<file path="config.mk">
export PLATFORM = sky130hd
export DESIGN_NAME = gpio_in_filter
export DESIGN_NICKNAME = d
export VERILOG_FILES = /design/src/rtl/gpio_in_filter.sv
export SDC_FILE = /design/constraint.sdc
export NUM_CORES = 1
export LEC_CHECK = 0
export ABC_CLOCK_PERIOD_IN_PS = 2700
export BUFFER_PORTS_ARGS = -buffer_cell sky130_fd_sc_hd__buf_2
export CAP_MARGIN = 30
export CORE_MARGIN = 1
export CORE_UTILIZATION = 35
export DETAILED_ROUTE_END_ITERATION = 10
export PLACE_DENSITY_LB_ADDON = 0.1
export SLEW_MARGIN = 10
export SYNTH_ARGS = -nofsm -noshare
export SYNTH_HDL_FRONTEND = slang
export SYNTH_SLANG_ARGS = --single-unit
</file>
<file path="constraint.sdc">
create_clock -name clk -period 2.7 [get_ports clk]
set_input_delay 0.27 -clock clk [delete_from_list [all_inputs] [get_ports clk]]
set_output_delay 0.27 -clock clk [all_outputs]
set_load 0.03 [all_outputs]
</file>
<file path="src/rtl/gpio_in_filter.sv">
// GPIO input conditioning: pad synchroniser, programmable debounce, edge-qualified interrupt.
// Optional ECNT qualifying-edge counter at offset 0xC when GPIO_IN_FILTER_EDGE_COUNT_EN is defined.
module gpio_in_filter #(
    parameter int CNT_W   = 16,
    parameter int THR_RST = 16
) (
    input  logic        clk,
    input  logic        resetn,
    input  logic        valid,
    output logic        ready,
    input  logic [3:0]  wstrb,
    input  logic [31:0] addr,
    input  logic [31:0] wdata,
    output logic [31:0] rdata,
    input  logic        pad_in,
    output logic        filt,
    output logic        irq
);

    localparam logic [CNT_W-1:0] THR_RST_V = CNT_W'(THR_RST);

    logic             ready_q, ready_d;
    logic [31:0]      rdata_q, rdata_d;
    logic             s1_q, s2_q;
    logic             filt_q, filt_d;
    logic             filt_prev_q;
    logic [CNT_W-1:0] cnt_q, cnt_d;
    logic             en_q, en_d;
    logic [1:0]       edge_sel_q, edge_sel_d;
    logic             ie_q, ie_d;
    logic [CNT_W-1:0] thr_q, thr_d;
    logic             pend_q, pend_d;

    logic             accept_s, wr_s;
    logic [1:0]       sel_s;
    logic [CNT_W-1:0] thr_eff_s;
    logic [CNT_W:0]   cnt_inc_s;
    logic             qual_s;
    logic [31:0]      thr_wr_s;
    logic             unused_s;

`ifdef GPIO_IN_FILTER_EDGE_COUNT_EN
    logic [31:0]      ecnt_q, ecnt_d;
`endif

    assign unused_s = ^{addr[31:4], addr[1:0]};

    // Bus decode and effective debounce threshold
    always_comb begin
        accept_s  = valid && !ready_q;
        wr_s      = accept_s && (wstrb != 4'b0000);
        sel_s     = addr[3:2];
        thr_eff_s = (!en_q || (thr_q == '0)) ? CNT_W'(1) : thr_q;
        cnt_inc_s = {1'b0, cnt_q} + {{CNT_W{1'b0}}, 1'b1};
        qual_s    = ((filt_q && !filt_prev_q) && edge_sel_q[0]) ||
                    ((!filt_q && filt_prev_q) && edge_sel_q[1]);
    end

    // Debounce: filt follows s2 only after it has differed for T consecutive compares
    always_comb begin
        filt_d = filt_q;
        cnt_d  = cnt_q;
        if (s2_q == filt_q) begin
            cnt_d = '0;
        end else if (cnt_inc_s >= {1'b0, thr_eff_s}) begin
            filt_d = s2_q;
            cnt_d  = '0;
        end else begin
            cnt_d = cnt_inc_s[CNT_W-1:0];
        end
    end

    // Register writes; a pending-edge set overrides a same-cycle W1C
    always_comb begin
        en_d       = en_q;
        edge_sel_d = edge_sel_q;
        ie_d       = ie_q;
        thr_d      = thr_q;
        pend_d     = pend_q;
        thr_wr_s   = 32'(thr_q);
        for (int i = 0; i < 4; i++) begin
            if (wstrb[i]) begin
                thr_wr_s[8*i +: 8] = wdata[8*i +: 8];
            end else begin
                thr_wr_s[8*i +: 8] = thr_wr_s[8*i +: 8];
            end
        end
        if (wr_s) begin
            case (sel_s)
                2'b00: begin
                    if (wstrb[0]) begin
                        en_d       = wdata[0];
                        edge_sel_d = wdata[2:1];
                        ie_d       = wdata[3];
                    end else begin
                        en_d = en_q;
                    end
                end
                2'b01: thr_d = thr_wr_s[CNT_W-1:0];
                2'b10: begin
                    if (wstrb[0] && wdata[1]) begin
                        pend_d = 1'b0;
                    end else begin
                        pend_d = pend_q;
                    end
                end
                default: pend_d = pend_q;
            endcase
        end else begin
            pend_d = pend_q;
        end
        if (qual_s) begin
            pend_d = 1'b1;
        end else begin
            pend_d = pend_d;
        end
    end

`ifdef GPIO_IN_FILTER_EDGE_COUNT_EN
    // Qualifying-edge counter; a write clears it even when an edge lands the same cycle
    always_comb begin
        ecnt_d = ecnt_q + (qual_s ? 32'd1 : 32'd0);
        if (wr_s && (sel_s == 2'b11)) begin
            ecnt_d = 32'd0;
        end else begin
            ecnt_d = ecnt_d;
        end
    end
`endif

    // Read mux and one-cycle ready pulse; rdata holds when no access is accepted
    always_comb begin
        ready_d = accept_s;
        rdata_d = rdata_q;
        if (accept_s) begin
            case (sel_s)
                2'b00:   rdata_d = {28'd0, ie_q, edge_sel_q, en_q};
                2'b01:   rdata_d = 32'(thr_q);
                2'b10:   rdata_d = {29'd0, s2_q, pend_q, filt_q};
`ifdef GPIO_IN_FILTER_EDGE_COUNT_EN
                2'b11:   rdata_d = ecnt_q;
`endif
                default: rdata_d = 32'd0;
            endcase
        end else begin
            rdata_d = rdata_q;
        end
    end

    // State registers
    always_ff @(posedge clk) begin
        if (!resetn) begin
            ready_q     <= 1'b0;
            rdata_q     <= 32'd0;
            s1_q        <= 1'b0;
            s2_q        <= 1'b0;
            filt_q      <= 1'b0;
            filt_prev_q <= 1'b0;
            cnt_q       <= '0;
            en_q        <= 1'b0;
            edge_sel_q  <= 2'b00;
            ie_q        <= 1'b0;
            thr_q       <= THR_RST_V;
            pend_q      <= 1'b0;
`ifdef GPIO_IN_FILTER_EDGE_COUNT_EN
            ecnt_q      <= 32'd0;
`endif
        end else begin
            ready_q     <= ready_d;
            rdata_q     <= rdata_d;
            s1_q        <= pad_in;
            s2_q        <= s1_q;
            filt_q      <= filt_d;
            filt_prev_q <= filt_q;
            cnt_q       <= cnt_d;
            en_q        <= en_d;
            edge_sel_q  <= edge_sel_d;
            ie_q        <= ie_d;
            thr_q       <= thr_d;
            pend_q      <= pend_d;
`ifdef GPIO_IN_FILTER_EDGE_COUNT_EN
            ecnt_q      <= ecnt_d;
`endif
        end
    end

    assign ready = ready_q;
    assign rdata = rdata_q;
    assign filt  = filt_q;
    assign irq   = pend_q & ie_q;

endmodule

</file>
==> metrics.md, run 1 <==
| Metric | Value |
|---|---|
| Run status | `finished clean` |
| Final hold violation count | `0` |
| VDD IR max | `314 uV` |
| Pin count of the biggest net entering global routing | `43` |
| Dominant synthesized flop cell | `dfxtp_1` |
| Unrepaired setup endpoints after global routing | `false` |
| Antenna cell count | `0` |
| Count leader, synth | `dfxtp_1` |
| Cells taking the most area after synthesis | `dfxtp_1 39%, ha_1 7.1%, nand2_1 5.9%, nor2b_1 5.7%, nand3_1 4.4%` |
| Setup slack, reg-to-reg | `0.18 ns` |
| Post-DR vias/cell | `4.82` |
| Worst Setup Slack, final | `0.184 ns` |
| Number of synthesized flops with an enable pin | `0` |
| Sequential cell area fraction in the yosys report | `38.8%` |
| Final Max Slew Viols | `0` |
| Fraction of layout cells with a size suffix above 1 | `28.4%` |
| Wire length of the first global-routing pass | `11.3 mm` |
| Power per cell area | `504 nW/um^2` |
| Area growth from synthesis to layout | `20.4%` |
| Post-synthesis cell count | `329` |
| Core footprint | `8260 um^2` |
| Share of the synthesized area in compound gates (AO/OA/AOI/OAI) | `12.6%` |
| Fraction of registers with async set/reset | `0%` |
| Multi-input logic area | `1750 um^2` |
| Synthesized cell area | `2990 um^2` |
| Fin nets | `473` |
| Clock tree root buffer cell | `clkbuf_8` |
| Warning count from the yosys run | `0` |
| Vias in the first global route | `2,288` |
| Number of H-tree levels | `3` |
| Lkg Pwr | `1.51 nW` |
| Average wire per cell in the routed design | `13.8 um` |
| Die height | `94.4 um` |
| WP data arrival | `2.78 ns` |
| Final clock period utilization by the worst path | `93.2%` |
| Count of hold buffers inserted by post-cts repair | `0` |
| Total cell area at the placement stage | `3300 um^2` |
| Yosys top cell area share | `38.8%` |
| Clock net sink count | `58` |
| Total negative slack for setup checks | `0 ns` |
| Final Instance Count excl. Fillers | `493` |
| Number of detailed-route iterations in the first pass | `4` |
| Register area | `1170 um^2` |
| CTS Buffer Depth | `2` |
| Cell types with the highest counts after synthesis | `58 x dfxtp_1, 47 x nand2_1, 27 x nor2b_1` |
| Full die area | `8910 um^2` |
| Final critical path time including I/O delays and setup | `2.52 ns` |
| Final standard cell area without fillers | `3600 um^2` |
| Hold WC Path Type | `input port to flip-flop` |
| Unique cell type count in the Yosys netlist | `41` |
| DR iter-0 viols | `57` |
| Cts bufs inserted | `9` |
| I/O Pins | `107` |
| Effective utilization at floorplan | `36.2%` |
| Flop and latch count out of synthesis | `58` |
| Maxcap violations | `0` |
| CP Max Fanout | `16` |
| Clk pin slew, worst setup/hold paths | `0.07 ns` |
| Xor and xnor fraction of the mapped netlist area | `4.40%` |
| Adder-Cell Fraction of Synth Area | `7.12%` |
| Initial antenna violation count | `0` |
| # DRC | `0` |
| Placement Setup Slack | `-0.0786 ns` |
| Maximum achievable frequency | `0.397 GHz` |
| Number of setup violations in the final report | `0` |
| Vias after detailed routing | `2,375` |
| Overall die width | `94.4 um` |
| Clk_skew | `0.0125 ns` |
| Cell type with the highest aggregate area in the netlist | `dfxtp_1` |
| Critical path required time | `2.97 ns` |
| GRT Util Overall | `16.7%` |
| Post-DP HPWL | `4.93 mm` |
| Basic-gate share of the synthesized area counting and, or, nand and nor cells | `27.3%` |
| Syn Area/Cell | `9.09 um^2` |
| Wire length after detailed routing | `6.79 mm` |
| Gp weighted congestion | `0.740` |
| Number of antenna-violating nets in the routed design | `0` |
| Combinational family with the most area after synthesis | `simple AND/OR/NAND/NOR gates` |
| Standard-cell rows | `33` |
| Instance count after placement with tap cells included | `475` |
| Skew-Pair Late Insertion Delay | `0.34 ns` |
| Port Buf Inserts | `42` |
| Filler instances | `846` |
| Critical path type | `flip-flop to flip-flop` |
| Grt total ovfl | `0` |
| Mux contribution to synthesized area | `2.72%` |
| Clock tree from TritonCTS | `built` |
| Kind of end point of the critical path | `flip-flop` |
| Startpoint Class | `flip-flop` |
[flip-flops by register name (all words and copies together), names as in the netlist, 2 cells and up]
register    flops
cnt_q          16
edge_sel_q      2
rdata          16
thr_q          16
[worst max-delay path, cell delays in order (launching register included)]
cell     delay (ns)
dfxtp_2        0.37
ha_2           0.20
nand2_2        0.09
nor4_4         0.20
buf_4          0.18
xor2_2         0.19
ha_1           0.28
nand4_1        0.10
nor2_1         0.09
a32oi_2        0.30
nand4_4        0.15
buf_12         0.19
nor2b_1        0.11
[power breakdown]
group	internal, mW	leakage (nW)	total, mW	switching [mW]
Sequential	0.868	0.472	0.878	0.0105
Combinational	0.0463	0.951	0.140	0.0935
Clock	0.422	0.0835	0.797	0.376
[cell families (layout without fill, tap and decap cells)]
kind of cell	count (synthesis)	count (layout)
xor+xnor	15	15
flops	58	58
buf+inv	33	77
simple gates	147	147
fa+ha+maj	17	17
compound gates	50	50
other cells	1	16
mux	8	8
[stage by stage]
step                      util (%)  total power [mW]  hold slack, ns
final                         43.6              1.82           0.137
after global routing          43.6              1.89           0.139
after CTS                     42.6              1.84           0.127
after detailed placement      40.0              1.04           0.427
after global placement        40.0              1.04           0.421
after floorplan                  -              1.01           0.397
[timing repair]
item / 4_1_cts / 5_1_grt
gates resized for setup: 0 / 19
buffers inserted: 1 / 2
cloned: 0 / 0
setup endpoints to repair: 16 / 17
pin swaps: 1 / 6
[placed cells by master (no fill, tap or decap), drive strengths merged, types with 7 or more instances in the layout]
master  instances
a21boi         16
a21oi           8
a22oi          13
and2            7
buf            59
clkbuf          9
conb           16
dfxtp          58
ha             17
mux2i           7
nand2          47
nand3          27
nand4           8
nor2            8
nor2b          35
xnor2           9
[final cells by class]
cell class | instances | area share [%]
well taps | 105 | 3.65
inverters | 3 | 0.313
repair buffers | 59 | 9.73
flip-flops and latches | 58 | 32.5
clock inverters | 6 | 1.91
multi-input cells | 253 | 48.5
clock buffers | 9 | 3.44
[layer usage]
metal	GRT usage, %	vias to the layer above	share of wire [%]
li1	-	1219	-
met5	0	-	0
met3	3.95	9	3.1
met4	5.38	0	1.2
met1	22.4	1104	50
met2	26.3	43	45
[final timing paths]
| check | start | endpoint | cells past startpoint |
|---|---|---|---|
| worst max-delay path | cnt_q[0] | cnt_q[13] | 12 |
| worst min-delay path | pad_in | s1_q | 2 |
| worst max register to register | cnt_q[0] | cnt_q[13] | 12 |
| worst min register to register | s1_q | s2_q | 1 |
No activity file was read; power rests on OpenSTA's default activity.
==> inputs of run 2 (changes only) <==
--- a/config.mk
+++ b/config.mk
@@ -11,6 +11,8 @@
 export CORE_MARGIN = 1
 export CORE_UTILIZATION = 35
 export DETAILED_ROUTE_END_ITERATION = 10
+export GPL_ROUTABILITY_DRIVEN = 0
+export HOLD_SLACK_MARGIN = 0.15
 export PLACE_DENSITY_LB_ADDON = 0.1
 export SLEW_MARGIN = 10
 export SYNTH_ARGS = -nofsm -noshare
==> run 2 against run 1 <==
Effect of this change:
- non-clock buffer count is 1 higher
- critical path type unchanged
- clock power hardly changed
- largest power group unchanged
- final area is 0.28% higher
- power hardly changed
==> metrics.md, run 2 (same netlist as run 1, synthesis figures left out) <==
| Metric | Value |
|---|---|
| Post-DR vias/cell | `4.83` |
| Maxcap violations | `0` |
| WP data arrival | `2.78 ns` |
| Area growth from synthesis to layout | `20.8%` |
| # DRC | `0` |
| Post-DP HPWL | `4.93 mm` |
| Clock net sink count | `58` |
| Startpoint Class | `flip-flop` |
| Placement Setup Slack | `-0.0786 ns` |
| Wire length after detailed routing | `6.78 mm` |
| CP Max Fanout | `16` |
| Initial antenna violation count | `0` |
| Overall die width | `94.4 um` |
| Wire length of the first global-routing pass | `11.3 mm` |
| Kind of end point of the critical path | `flip-flop` |
| GRT Util Overall | `16.7%` |
| Clock tree root buffer cell | `clkbuf_8` |
| Commonest non-fill, non-tap cell in the layout | `dfxtp_1` |
| Final clock period utilization by the worst path | `93.2%` |
| Fin nets | `474` |
| Register area | `1170 um^2` |
| Clk_skew | `0.0123 ns` |
| Vias in the first global route | `2,284` |
| Unrepaired setup endpoints after global routing | `false` |
| Number of setup violations in the final report | `0` |
| Run status | `finished clean` |
| Standard-cell rows | `33` |
| Filler instances | `845` |
| Grt total ovfl | `0` |
| Port Buf Inserts | `42` |
| Multi-input logic area | `1750 um^2` |
| DR iter-0 viols | `46` |
| Highest metal layer used by the detailed router | `met4` |
| Final Max Slew Viols | `0` |
| Setup slack, reg-to-reg | `0.18 ns` |
| CTS Buffer Depth | `2` |
| Core footprint | `8260 um^2` |
| Instance count after placement with tap cells included | `475` |
| Worst Setup Slack, final | `0.185 ns` |
| Effective utilization at floorplan | `36.2%` |
| Number of stages on the worst hold path | `3` |
| Final critical path time including I/O delays and setup | `2.52 ns` |
| Average wire per cell in the routed design | `13.7 um` |
| Full die area | `8910 um^2` |
| Depth of the worst register-to-register path | `12` |
| Skew-Pair Late Insertion Delay | `0.34 ns` |
| Critical path type | `flip-flop to flip-flop` |
| Number of detailed-route iterations in the first pass | `4` |
| Number of H-tree levels | `3` |
| Critical path required time | `2.97 ns` |
| Final hold violation count | `0` |
| Antenna cell count | `0` |
| Detailed route wirelength on metal2 | `3.09 mm` |
| Clk pin slew, worst setup/hold paths | `0.07 ns` |
| Number of antenna-violating nets in the routed design | `0` |
| Met3 routed WL | `214 um` |
| VDD IR max | `314 uV` |
| Wl on met1 | `3.39 mm` |
| Fraction of layout cells with a size suffix above 1 | `28.3%` |
| Hold WC Path Type | `input port to flip-flop` |
| Maximum achievable frequency | `0.398 GHz` |
| Pin count of the biggest net entering global routing | `43` |
| Final Instance Count excl. Fillers | `494` |
| Power per cell area | `503 nW/um^2` |
| Vias after detailed routing | `2,385` |
| Die height | `94.4 um` |
| Clock tree from TritonCTS | `built` |
| I/O Pins | `107` |
| Commonest non-fill, non-tap cells in the layout | `52 x dfxtp_1, 46 x nand2_1, 42 x buf_2, 27 x nor2b_1, 25 x nand3_1` |
| Lkg Pwr | `1.51 nW` |
| Cts bufs inserted | `9` |
[run 2: cell types whose count changed in the layout (fill, tap and decap cells not counted)]
cell,change
dlygate4sd3_1,+1
[run 2: layout make-up]
type | instances | share of cell area (%)
Clock buffer | 9 | 3.43
Clock inverter | 6 | 1.91
Inverter | 3 | 0.312
Multi-Input combinational cell | 253 | 48.4
Sequential cell | 58 | 32.4
Tap cell | 105 | 3.64
Timing Repair Buffer | 60 | 9.98
[run 2: metal layers]
layer | track usage (%) | up-vias
met4 | 5.38 | 0
met5 | 0 | -
li1 | - | 1221
met3 | 3.95 | 9
met2 | 26.3 | 47
met1 | 22.3 | 1108
[run 2: path summary, 6_finish.rpt]
| kind | start | endpoint |
|---|---|---|
| worst max-delay path | cnt_q[0] | cnt_q[13] |
| worst min-delay path | wdata[4] | thr_q[4] |
| worst max register to register | cnt_q[0] | cnt_q[13] |
| worst min register to register | s1_q | s2_q |
[run 2: worst max-delay path, stage by stage, from the launching register on]
cell     delay, ns
dfxtp_2       0.37
ha_2          0.20
nand2_2       0.09
nor4_4        0.20
buf_4         0.18
xor2_2        0.19
ha_1          0.28
nand4_1       0.10
nor2_1        0.09
a32oi_2       0.30
nand4_4       0.15
buf_12        0.19
nor2b_1       0.11
[run 2: timing repair]
action                                 in CTS  in global routing
pin swaps                                   1                  6
endpoints found under the hold margin       1                  0
resized for setup                           0                 19
setup endpoints to repair                  16                 17
setup buffers                               1                  2
hold buffers                                1                  0
[run 2: power breakdown]
group	switching (mW)	internal (mW)	total [mW]
combinational	0.0938	0.0473	0.141
clock	0.375	0.422	0.797
sequential	0.0105	0.868	0.878
[run 2: through the flow]
step | hold slack [ns] | total power [mW] | cell area, um^2 | util (%) | setup TNS, ns
after detailed placement | 0.427 | 1.04 | 3300 | 40.0 | -0.805
after floorplan | 0.397 | 1.01 | 3050 | - | 0
final | 0.172 | 1.82 | 3610 | 43.7 | 0
after global placement | 0.421 | 1.04 | 3300 | 40.0 | -0.787
after CTS | 0.159 | 1.84 | 3530 | 42.7 | 0
after global routing | 0.167 | 1.89 | 3610 | 43.7 | 0
==> inputs of run 3 (changes only) <==
==> constraint.sdc (replaced) <==
create_clock -name clk -period 2.7 [get_ports clk]
set_input_delay 0.135 -clock clk [delete_from_list [all_inputs] [get_ports clk]]
set_output_delay 0.135 -clock clk [all_outputs]
set_load 0.03 [all_outputs]
==> run 3 against run 2 <==
Effect of this change:
- critical path depth fell by 1
- clock skew fell by 0.0057 ns
- utilization rose by 1.8 points
- highest routed layer unchanged
==> metrics.md, run 3 (same netlist as run 1, synthesis figures left out) <==
| Metric | Value |
|---|---|
| Run status | `finished clean` |
| Startpoint Class | `flip-flop` |
| GRT Util Overall | `16.7%` |
| Worst hold slack | `0.167 ns` |
| Number of H-tree levels | `3` |
| WP data arrival | `2.77 ns` |
| Effective utilization at floorplan | `36.2%` |
| Maximum achievable frequency | `0.399 GHz` |
| Initial antenna violation count | `0` |
| Worst-margin pin slew | `0.568 ns` |
| Net load switching power | `456 uW` |
| Skew-Pair Late Insertion Delay | `0.33 ns` |
| Cell-internal power | `1.35 mW` |
| Fraction of layout cells with a size suffix above 1 | `26.2%` |
| Worst Setup Slack, final | `0.193 ns` |
| Core footprint | `8260 um^2` |
| Clock net sink count | `58` |
| Final Instance Count excl. Fillers | `510` |
| DR iter-0 viols | `69` |
| Pin count of the biggest net entering global routing | `44` |
| Unrepaired setup endpoints after global routing | `false` |
| Final critical path time including I/O delays and setup | `2.51 ns` |
| Number of setup violations in the final report | `0` |
| Total cell area at the placement stage | `3300 um^2` |
| Final clock period utilization by the worst path | `92.8%` |
| Hold path start | `wstrb[1]` |
| CTS Buffer Depth | `2` |
| Commonest non-fill, non-tap cell in the layout | `dfxtp_1` |
| Total negative slack for setup checks | `0 ns` |
| Standard-cell rows | `33` |
| Final total power | `1.81 mW` |
| Clk pin slew, worst setup/hold paths | `0.07 ns` |
| Final standard cell area without fillers | `3760 um^2` |
| Wire length of the first global-routing pass | `11.3 mm` |
| Final hold violation count | `0` |
| Post-DR vias/cell | `4.75` |
| WP buf/inv | `1` |
| Post-DP HPWL | `4.93 mm` |
| Cells along the critical path | `and3_1, and3_1, nand4_1, xnor2_2, ha_1, nand4_1, nor2_2, a32oi_2, nand4_4, buf_12, nor2b_1` |
| Logic pwr share | `8.8%` |
| Critical-path top delay cell | `dfxtp_1` |
| Maxcap violations | `0` |
| Area growth from synthesis to layout | `25.7%` |
| Lkg Pwr | `1.59 nW` |
| Number of antenna-violating nets in the routed design | `0` |
| Vias after detailed routing | `2,423` |
| Overall die width | `94.4 um` |
| Placement Setup Slack | `-0.0563 ns` |
| Net switching share of the total power | `25.3%` |
| Critical path required time | `2.97 ns` |
| Final Max Slew Viols | `0` |
| Tightest slew margin relative to the limit | `62.0%` |
| Cts bufs inserted | `9` |
| Kind of end point of the critical path | `flip-flop` |
| Average wire per cell in the routed design | `13.4 um` |
| Fraction of power consumed by sequential logic | `48.7%` |
| Crit-path max cell delay | `0.37 ns` |
| Crit. Startpoint | `cnt_q[2]` |
| Wire length after detailed routing | `6.85 mm` |
| Clock network fraction of total power | `42.5%` |
| Antenna cell count | `0` |
| Vias in the first global route | `2,315` |
| Die height | `94.4 um` |
| Number of detailed-route iterations in the first pass | `4` |
| Fin nets | `489` |
| Power per cell area | `481 nW/um^2` |
| Clk_skew | `0.00657 ns` |
| Reg-to-Reg Start | `cnt_q[2]` |
| Grt total ovfl | `0` |
| Utilization after layout | `45.5%` |
| Instance count after placement with tap cells included | `475` |
| Top Family by Delay on Critical Path | `simple AND/OR/NAND/NOR gates` |
| # DRC | `0` |
| I/O Pins | `107` |
| Hold WC Path Type | `input port to flip-flop` |
| Full die area | `8910 um^2` |
| Clock tree root buffer cell | `clkbuf_8` |
| Commonest non-fill, non-tap cells in the layout | `54 x dfxtp_1, 46 x nand2_1, 42 x buf_2, 27 x nor2b_1, 25 x nand3_1` |
| CP Max Fanout | `16` |
| Clock tree from TritonCTS | `built` |
| Critical path type | `flip-flop to flip-flop` |
| VDD IR max | `204 uV` |
| Port Buf Inserts | `42` |
run 3: cell count changes in the layout (fill, tap and decap cells not counted), sizes merged:
cell         change
clkinvlp         -3
clkinv           +3
buf              -2
clkbuf           +1
dlygate4sd3     +17
run 3: final cells by class:
cell class	count	area [um^2]
sequential	58	1170
timing repair buffer	75	515
clock buffer	10	128
tap	105	131
multi-input combinational	253	1750
clock inverter	6	57.6
inverter	3	11.3
fill	835	4500
run 3: repair_timing:
item	CTS	global route
hold buffers	18	0
setup buffers	1	0
hold endpoints to repair	21	0
pin swaps	1	5
setup endpoints to repair	16	17
gates resized for setup	0	17
run 3: power groups by stage:
stage                     Clock, mW  Combinational, mW  Sequential [mW]
after floorplan                   0              0.104            0.905
after detailed placement          0              0.140            0.898
final                         0.768              0.160            0.879
after global routing          0.828              0.175            0.881
after global placement            0              0.139            0.898
after CTS                     0.793              0.159            0.879
run 3: worst reg2reg max path, stage by stage (launching register included):
cell	delay (ns)
dfxtp_1	0.37
and3_1	0.19
and3_1	0.27
nand4_1	0.17
xnor2_2	0.24
ha_1	0.30
nand4_1	0.12
nor2_2	0.06
a32oi_2	0.30
nand4_4	0.15
buf_12	0.18
nor2b_1	0.10
run 3: worst paths after layout:
| kind | endpoint | slack (ns) | cells after the start |
|---|---|---|---|
| setup / recovery | cnt_q[13] | 0.19 | 11 |
| hold / removal | thr_q[14] | 0.17 | 3 |
| hold reg to reg | s2_q | 0.44 | 1 |
| setup reg to reg | cnt_q[13] | 0.19 | 11 |
run 3: metal layers:
| metal | global-route usage, % | part of all wire [%] |
|---|---|---|
| met5 | 0 | 0 |
| met4 | 6.54 | 1.2 |
| met3 | 2.82 | 3.0 |
| met2 | 25.8 | 46 |
| met1 | 22.9 | 50 |
